==> src/rtl/mult_pipe.sv <==
// Pipelined signed/unsigned multiplier with truncate or saturate per operation; result LATENCY cycles after accept.
// All stages advance together when the output is empty or consumed; a stalled output freezes the pipe and drops in_ready.
module mult_pipe #(
    parameter int DATA_W   = 8,
    parameter int RESULT_W = 8,
    parameter int LATENCY  = 2
) (
    input  logic                clk,
    input  logic                reset,
    input  logic                in_valid,
    output logic                in_ready,
    input  logic [DATA_W-1:0]   a,
    input  logic [DATA_W-1:0]   b,
    input  logic                signed_mode,
    input  logic                sat_en,
    output logic                out_valid,
    input  logic                out_ready,
    output logic [RESULT_W-1:0] result,
    output logic                overflow,
    output logic                busy
);
    localparam int PW = 2 * DATA_W;

    logic                advance;
    logic [LATENCY-1:0]  stg_vld;
    logic [LATENCY-1:0]  stg_sm;
    logic [LATENCY-1:0]  stg_sat;
    logic [DATA_W-1:0]   stg_a [LATENCY];
    logic [DATA_W-1:0]   stg_b [LATENCY];

    logic [DATA_W-1:0]   out_a;
    logic [DATA_W-1:0]   out_b;
    logic                out_sm;
    logic                out_sat;
    logic [PW-1:0]       ext_a;
    logic [PW-1:0]       ext_b;
    logic [PW-1:0]       prod;
    logic                ovf_u;
    logic                ovf_s;
    logic                ovf;
    logic [RESULT_W-1:0] sat_min;

    assign advance   = !out_valid || out_ready;
    assign in_ready  = advance;
    assign out_valid = stg_vld[LATENCY-1];
    assign busy      = |stg_vld;

    // Operand/mode registers only load under a valid op, so the output stage keeps its last result across bubbles.
    always_ff @(posedge clk or posedge reset) begin
        if (reset) begin
            stg_vld <= '0;
            stg_sm  <= '0;
            stg_sat <= '0;
            for (int i = 0; i < LATENCY; i++) begin
                stg_a[i] <= '0;
                stg_b[i] <= '0;
            end
        end else if (advance) begin
            stg_vld[0] <= in_valid;
            if (in_valid) begin
                stg_a[0]   <= a;
                stg_b[0]   <= b;
                stg_sm[0]  <= signed_mode;
                stg_sat[0] <= sat_en;
            end
            for (int i = 1; i < LATENCY; i++) begin
                stg_vld[i] <= stg_vld[i-1];
                if (stg_vld[i-1]) begin
                    stg_a[i]   <= stg_a[i-1];
                    stg_b[i]   <= stg_b[i-1];
                    stg_sm[i]  <= stg_sm[i-1];
                    stg_sat[i] <= stg_sat[i-1];
                end
            end
        end
    end

    assign out_a   = stg_a[LATENCY-1];
    assign out_b   = stg_b[LATENCY-1];
    assign out_sm  = stg_sm[LATENCY-1];
    assign out_sat = stg_sat[LATENCY-1];

    // Extending to the full product width makes one unsigned multiply correct for both modes.
    assign ext_a = out_sm ? {{DATA_W{out_a[DATA_W-1]}}, out_a} : {{DATA_W{1'b0}}, out_a};
    assign ext_b = out_sm ? {{DATA_W{out_b[DATA_W-1]}}, out_b} : {{DATA_W{1'b0}}, out_b};
    assign prod  = ext_a * ext_b;

    generate
        if (RESULT_W < PW) begin : g_narrow
            assign ovf_u = |prod[PW-1:RESULT_W];
            assign ovf_s = !(&prod[PW-1:RESULT_W-1]) && (|prod[PW-1:RESULT_W-1]);
        end else begin : g_full
            assign ovf_u = 1'b0;
            assign ovf_s = 1'b0;
        end
    endgenerate

    always_comb begin
        sat_min              = '0;
        sat_min[RESULT_W-1]  = 1'b1;
        ovf                  = out_sm ? ovf_s : ovf_u;
        result               = prod[RESULT_W-1:0];
        if (out_sat && ovf) begin
            if (!out_sm) begin
                result = '1;
            end else if (prod[PW-1]) begin
                result = sat_min;
            end else begin
                result = ~sat_min;
            end
        end
        overflow = ovf;
    end

endmodule

==> config.mk <==
export PLATFORM = sky130hd
export DESIGN_NAME = mult_pipe
export DESIGN_NICKNAME = d
export VERILOG_FILES = /design/src/rtl/mult_pipe.sv
export SDC_FILE = /design/constraint.sdc
export NUM_CORES = 1
export LEC_CHECK = 0
export CORE_UTILIZATION = 37
export DETAILED_ROUTE_END_ITERATION = 8
export SLEW_MARGIN = 20
export SYNTH_ARGS = -nofsm -noshare
export SYNTH_HDL_FRONTEND = slang
export SYNTH_SLANG_ARGS = --single-unit
==> constraint.sdc <==
create_clock -name clk -period 9.5 [get_ports clk]
set_input_delay 1.425 -clock clk [delete_from_list [all_inputs] [get_ports clk]]
set_output_delay 1.425 -clock clk [all_outputs]
set_load 0.01 [all_outputs]
Word-level counts from Yosys, hierarchy flattened
Cells that the tools add are included.

word-level totals
  bits in registers = 38
  logic and storage cells = 27

operators by class
  $mul = 1
  muxes and demuxes = 6
  reduce and logical (&&, ||, !) cells = 11

operator list
  kind                 count
  $mux W16             2
  $mux W8              3
  $mul A16 B16 Y16     1
  $reduce_and A9 Y1    1
  $reduce_or A9 Y1     1
  $reduce_or A8 Y1     1
  $reduce_and A2 Y1    2
  $logic_and A1 B1 Y1  2
  $logic_not A1 Y1     2
  $reduce_or A2 Y1     1
  $logic_or A1 B1 Y1   1
  $mux W1              1

Depth between registers and ports, before layout
Gate-level depths: netlist of the first run.

  depth after elaboration = 8
  depth in mapped cells = 22
  mapped depth without buffers = 22

Least setup slack after synthesis of the first run
No wires, ideal clock.

  path kind = register -> output
  start point = register stg_sm[1]
  end point = output port result[7]
  data arrival time = 5.871 ns
  required time = 8.075 ns
  slack = 2.204 ns
  cell stages (with the launch flop) = 19
  path buffers = 1
  cells stage by stage = dfrtp_1 -> clkbuf_1 -> and3_1 -> fa_1 -> inv_1 -> fa_1 -> inv_1 -> fa_1 -> fa_1 -> fa_1 -> fa_1 -> ha_1 -> and3_1 -> o21ai_0 -> o21ai_0 -> o31ai_1 -> xor3_2 -> a31o_4 -> mux2_4

on the way
  cells in the longest elaborated chain, start to end = 8

RTL lines
  what                              line    source
  start: declaration                26      logic [LATENCY-1:0] stg_sm;
  start signal: indexed assignment  71      stg_sm[i] <= stg_sm[i-1];
  $mux W16 (on tied branches)       84, 85
  $mul A16 B16 Y16                  86      assign prod = ext_a * ext_b;
  $reduce_and A9 Y1                 91      assign ovf_s = !(&prod[PW-1:RESULT_W-1]) && (|prod[PW-1:RESULT_W-1]);
  $logic_not A1 Y1                  91
  $logic_and A1 B1 Y1               91
  $mux W1                           101     ovf = out_sm ? ovf_s : ovf_u;
  $logic_and A1 B1 Y1               103     if (out_sat && ovf) begin
  $mux W8 *                         103
  end: declaration                  18      output logic [RESULT_W-1:0] result,

Mark *: on every way between the ends. The rest lies on a longest branch, timed or not.

Worst setup path after layout of the first run
  start point = register stg_sm[1]
  end point = output port result[3]

Same word-level chain as after synthesis.

==> impl_metrics.json, run 1 <==
{
  "period_share": 0.9008,
  "met2_usage": 0.2644,
  "avgSynthCellArea_um2": 10.30,
  "slowest_stage": "fa_1",
  "endpoint_kind": "output pin",
  "worstRegToRegCells": 3,
  "reg2reg_to": "stg_a[13]",
  "die_y_um": 120.6,
  "place.port_buffers": 33,
  "grt_pass1_vias": 3767,
  "cts_sinks": 38,
  "synthFlopType": "dfrtp_1",
  "synth_seq_cells": 38,
  "grt_pass1_wl_um": 17950,
  "post-route-min-period_ns": 8.558,
  "rsz0062_at_grt": "false",
  "overflow": 0,
  "placed_cells": 700,
  "grt_max_degree": 39,
  "cts_buffer_depth": 2,
  "cpPeakStageDelay_ns": 0.61,
  "cts-root-buf": "clkbuf_16",
  "hold_buffers": 0,
  "hold_end": "out_b[0]",
  "groute.usage.overall": 0.1555,
  "avgViaCountPerCell": 4.922,
  "ioPinCount": 34,
  "cp.required_ns": 8.08,
  "relSlewSlack": 0.4983,
  "fin_cells": 707,
  "setup_violations": 0,
  "yosysWarnings": 0,
  "status": "finished clean",
  "fill_cells": 1368,
  "cts_resized": 0,
  "synth_edf_count": 0,
  "holdCritPathClass": "reg -> reg",
  "die_w_um": 120.6,
  "core_area_um2": 13450,
  "startpoint": "stg_sm[1]",
  "syn_inst": 505,
  "worstHoldStart": "stg_b[8]",
  "first_pass_iters": 4,
  "cts_max_level": 2,
  "place.gp.congestion": 0.8315,
  "synthArstFlopShare": 1.000,
  "yosysSeqAreaShare": 0.1828,
  "synth_nets": 653,
  "syn2layout_area_growth_pct": 12.17,
  "multi_input_area_um2": 3854,
  "drcViolationCount": 0,
  "netlist_area_um2": 5202,
  "hold_depth": 1,
  "post_cts_buffers": 0,
  "ys_types": 47,
  "layout-drive-gt1-share": 0.09605,
  "path_clk_slew_ns": 0.05,
  "cp_max_fo": 16,
  "tightest_slew_ns": 0.7508,
  "tritoncts": "yes",
  "tns_ns": 0,
  "dieArea_um2": 14540,
  "cts_made_buffers": 5,
  "clkLatencyLatePin_ns": 0.28,
  "crit_top_cell": "fa_1",
  "holdWs_ns": 0.4984,
  "register_area_um2": 950.9,
  "crit_path_start_kind": "register",
  "r2r_setup_slack_ns": 7.90,
  "crit_arrival_ns": 7.13,
  "drv_slew": 0,
  "dr_total_vias": 3480,
  "wirelength_um": 10320,
  "grtUsageMet1": 0.2108,
  "ant_nets": 0,
  "drv_cap": 0,
  "hpwl_um": 8784,
  "hold_viol": 0,
  "antenna_cells": 0,
  "drtIter0Drc": 135,
  "grt-busiest-layer": "met2",
  "start_util": 0.3867,
  "layout.nets": 679,
  "use_met3": 0.009434,
  "routedWlPerCell_um": 14.60,
  "crit_type": "reg -> out",
  "antenna_found_initial": 0,
  "timing.fmax_mhz": 116.9,
  "reg2reg_from": "stg_vld[1]",
  "rows": 42,
  "cp_cell_sequence": "and3_1 > fa_1 > inv_1 > fa_1 > inv_1 > fa_1 > fa_1 > fa_1 > fa_1 > ha_1 > and3_1 > o21ai_0 > o21ai_0 > o31ai_1 > xor3_2 > a31oi_1 > o22ai_1 > clkdlybuf4s50_1",
  "finalClockSkew_ns": 0.001908
}
## sequential cells by signal, summed over array words and instances (netlist names)
register,flops
out_a,8
out_b,8
stg_a,8
stg_b,8
stg_sat,2
stg_sm,2
stg_vld,2
## layout make-up
cell class	count	area share
clock inverter	2	0.001715
sequential	38	0.1630
clock buffer	5	0.02144
timing repair buffer	34	0.05789
multi-input combinational	362	0.6604
tap	176	0.03774
inverter	90	0.05789
## kinds of logic (layout without fill, tap and decap cells)
family | count (synthesis) | in the layout | share of synthesized area
AOI/OAI and AO/OA | 53 | 53 | 0.07191
xor gates and xnor gates | 25 | 25 | 0.04786
buffers and inverters | 105 | 131 | 0.07648
muxes | 37 | 37 | 0.08081
DFF | 38 | 38 | 0.1828
and+or+nand+nor | 121 | 121 | 0.1289
adders and majority gates | 126 | 126 | 0.4113
## cell usage in the layout, fill, tap and decap left out, drive strengths merged, types with 10 or more instances in the layout
cell type	count
inv	90
fa	75
ha	51
and2	50
dfrtp	38
mux2	37
clkdlybuf4s50	33
nand2	27
xnor2	19
and3	11
o21ai	10
## synthesized netlist by cell type, drive strengths merged (4+ instances only)
library cell | count | share of area
and2 | 50 | 0.060
nor3 | 4 | 0.0038
nand3 | 5 | 0.0048
xor2 | 4 | 0.0067
a21oi | 7 | 0.0067
nand2b | 4 | 0.0048
and3 | 11 | 0.013
o21ai | 10 | 0.0096
inv | 90 | 0.065
ha | 51 | 0.12
a21o | 6 | 0.0087
a211oi | 4 | 0.0067
nor2 | 7 | 0.0051
clkbuf | 13 | 0.0096
fa | 75 | 0.29
o22ai | 7 | 0.0084
xnor2 | 19 | 0.032
mux2 | 37 | 0.081
dfrtp | 38 | 0.18
nand2 | 27 | 0.019
## how the worst max path moves through the flow
stage | end | slack (ns)
finish | result[3] | 0.94
detailed placement | result[5] | 1.27
CTS | result[5] | 0.95
global route | result[2] | 0.58
floorplan | result[7] | 2.20
global placement | result[0] | 1.44
## worst max-delay path: cells and delay by family, from the launching register on
family | cells | cell delay [ns]
flops | 1 | 0.57
compound gates | 5 | 1.14
xor+xnor | 1 | 0.52
fa+ha+maj | 7 | 3.40
simple gates | 2 | 0.52
buf+inv | 3 | 0.71
## metrics by stage
stage / util / area [um^2] / setup WS (ns)
floorplan: - / 5202 / 2.204
global placement: 0.4237 / 5700 / 1.444
detailed placement: 0.4237 / 5700 / 1.268
CTS: 0.4338 / 5836 / 0.9515
global route: 0.4338 / 5836 / 0.5803
finish: 0.4338 / 5836 / 0.9425
## routing by layer
metal  vias up  wire (um)  part of all wire
met5         -          0                 0
met4         0        149             0.014
met3        11        274             0.027
met2        60       4885              0.47
met1      1716       5009              0.49
li1       1693          -                 -
Power of run 1 is not shown: default switching activity piles up to over one toggle a cycle in this logic, so the estimate is an artifact.
==> inputs of run 2 (changes only) <==
==> constraint.sdc (replaced) <==
create_clock -name clk -period 8 [get_ports clk]
set_input_delay 1.2 -clock clk [delete_from_list [all_inputs] [get_ports clk]]
set_output_delay 1.2 -clock clk [all_outputs]
set_load 0.01 [all_outputs]
==> run 2 against run 1 <==
Register-to-register slack worse by 1.5 ns. First-iteration DRC count down 19%. Die area unchanged. Clock skew hardly changed. Sequential cell count unchanged. Worst hold slack worse by 0.0028 ns. Wire length up 3.7%. Worst setup slack worse by 0.77 ns. Cell area is 2.9% higher.
==> impl_metrics.json, run 2 (synthesized netlist as in run 1, its figures left out) <==
{
  "first_pass_iters": 4,
  "cts_max_level": 2,
  "tns_ns": 0,
  "cp.required_ns": 6.80,
  "layout_common_cells": "90 x inv_1, 74 x fa_1, 50 x and2_1, 49 x ha_1, 36 x mux2_2",
  "dieArea_um2": 14540,
  "register_area_um2": 959.7,
  "drcViolationCount": 0,
  "drv_slew": 0,
  "place.gp.congestion": 0.9273,
  "period_share": 0.9784,
  "worstHoldStart": "stg_vld[0]",
  "syn2layout_area_growth_pct": 15.44,
  "path_clk_slew_ns": 0.05,
  "grt_pass1_wl_um": 18350,
  "clkLatencyLatePin_ns": 0.28,
  "cts_made_buffers": 5,
  "grt_max_degree": 39,
  "drtIter0Drc": 109,
  "antenna_found_initial": 0,
  "hold_depth": 2,
  "fin_area_um2": 6006,
  "ant_nets": 0,
  "routedWlPerCell_um": 14.99,
  "dr_total_vias": 3530,
  "relSlewSlack": 0.4981,
  "layout-drive-gt1-share": 0.1394,
  "worstRegToRegCells": 3,
  "core_area_um2": 13450,
  "cp_max_fo": 10,
  "setup_violations": 0,
  "crit_path_start_kind": "register",
  "hold_viol": 0,
  "drv_cap": 0,
  "finalClockSkew_ns": 0.002392,
  "place.port_buffers": 33,
  "holdCritPathClass": "reg -> reg",
  "startpoint": "out_a[4]",
  "wirelength_um": 10700,
  "crit_arrival_ns": 6.63,
  "avgViaCountPerCell": 4.944,
  "fill_cells": 1305,
  "ioPinCount": 34,
  "timing.fmax_mhz": 127.8,
  "endpoint_kind": "output pin",
  "hpwl_um": 8991,
  "dpl_cell_area_um2": 5731,
  "reg2reg_from": "stg_vld[1]",
  "antenna_cells": 0,
  "die_y_um": 120.6,
  "cts_sinks": 38,
  "cts-root-buf": "clkbuf_16",
  "final_common_cell": "inv_1",
  "start_util": 0.3867,
  "status": "finished clean",
  "grt_pass1_vias": 3861,
  "tritoncts": "yes",
  "die_w_um": 120.6,
  "overflow": 0,
  "rows": 42,
  "cts_buffer_depth": 2,
  "reg2reg_to": "stg_a[10]",
  "multi_input_area_um2": 3925,
  "post-route-min-period_ns": 7.827,
  "crit_type": "reg -> out",
  "tightest_slew_ns": 0.7510,
  "hold_end": "stg_vld[1]",
  "r2r_setup_slack_ns": 6.39,
  "layout.nets": 685,
  "groute.usage.overall": 0.1593
}
[run 2: cell types whose count changed in the layout (fill, tap and decap cells not counted), sizes merged]
| cell | before | now |
|---|---|---|
| clkdlybuf4s50 | 33 | 26 |
| dlymetal6s2s | 0 | 7 |
| buf | 1 | 7 |
| clkbuf | 5 | 7 |
| clkinv | 2 | 0 |
| bufinv | 0 | 1 |
[run 2: layer usage]
metal / track usage / routed length, um / vias up
met5: 0 / 0 / -
met4: 0.04244 / 138 / 0
met3: 0.01179 / 192 / 12
met2: 0.2780 / 5139 / 56
met1: 0.2131 / 5233 / 1760
li1: - / - / 1702
[run 2: cell type report]
cell class / instances / share of cell area
Multi-Input combinational cell: 362 / 0.6535
Sequential cell: 38 / 0.1598
Timing Repair Buffer: 40 / 0.06667
Inverter: 90 / 0.05625
Tap cell: 176 / 0.03667
Clock buffer: 7 / 0.02208
Clock inverter: 1 / 0.005000
[run 2: repair_timing]
action	4_1_cts	5_1_grt
pin swaps	0	6
gates resized for setup	3	29
setup buffers	0	2
cloned	0	0
hold buffers	0	0
setup endpoints to repair	9	9
[run 2: how the worst max path moves through the flow]
stage                      endpoint  slack, ns
after global routing      result[7]      -0.01
after global placement    result[0]       0.26
after floorplan           result[7]       0.93
after detailed placement   overflow       0.19
final                     result[7]       0.17
after CTS                 result[7]      0.002
[run 2: worst max-delay path, stage by stage, from the launching register on]
cell	delay [ns]
dfrtp_1	0.52
and2_1	0.25
fa_1	0.47
fa_1	0.48
fa_1	0.57
fa_1	0.44
fa_1	0.54
fa_1	0.42
ha_1	0.40
a21o_1	0.23
a21oi_1	0.20
o21ai_2	0.10
o31ai_2	0.22
xor3_2	0.43
a31o_4	0.28
mux2_4	0.31
clkdlybuf4s50_1	0.48
[run 2: through the flow]
stage          hold slack (ns)    util  setup slack, ns  instances
6_report                0.4956  0.4464           0.1729        714
4_1_cts                 0.5003  0.4383         0.001762        712
3_3_place_gp            0.4755  0.4260           0.2579        704
2_1_floorplan           0.4514       -           0.9291        505
3_5_place_dp            0.4883  0.4260           0.1938        704
5_1_grt                 0.5156  0.4464         -0.01219        714
Power of run 2 is left out for the same reason.
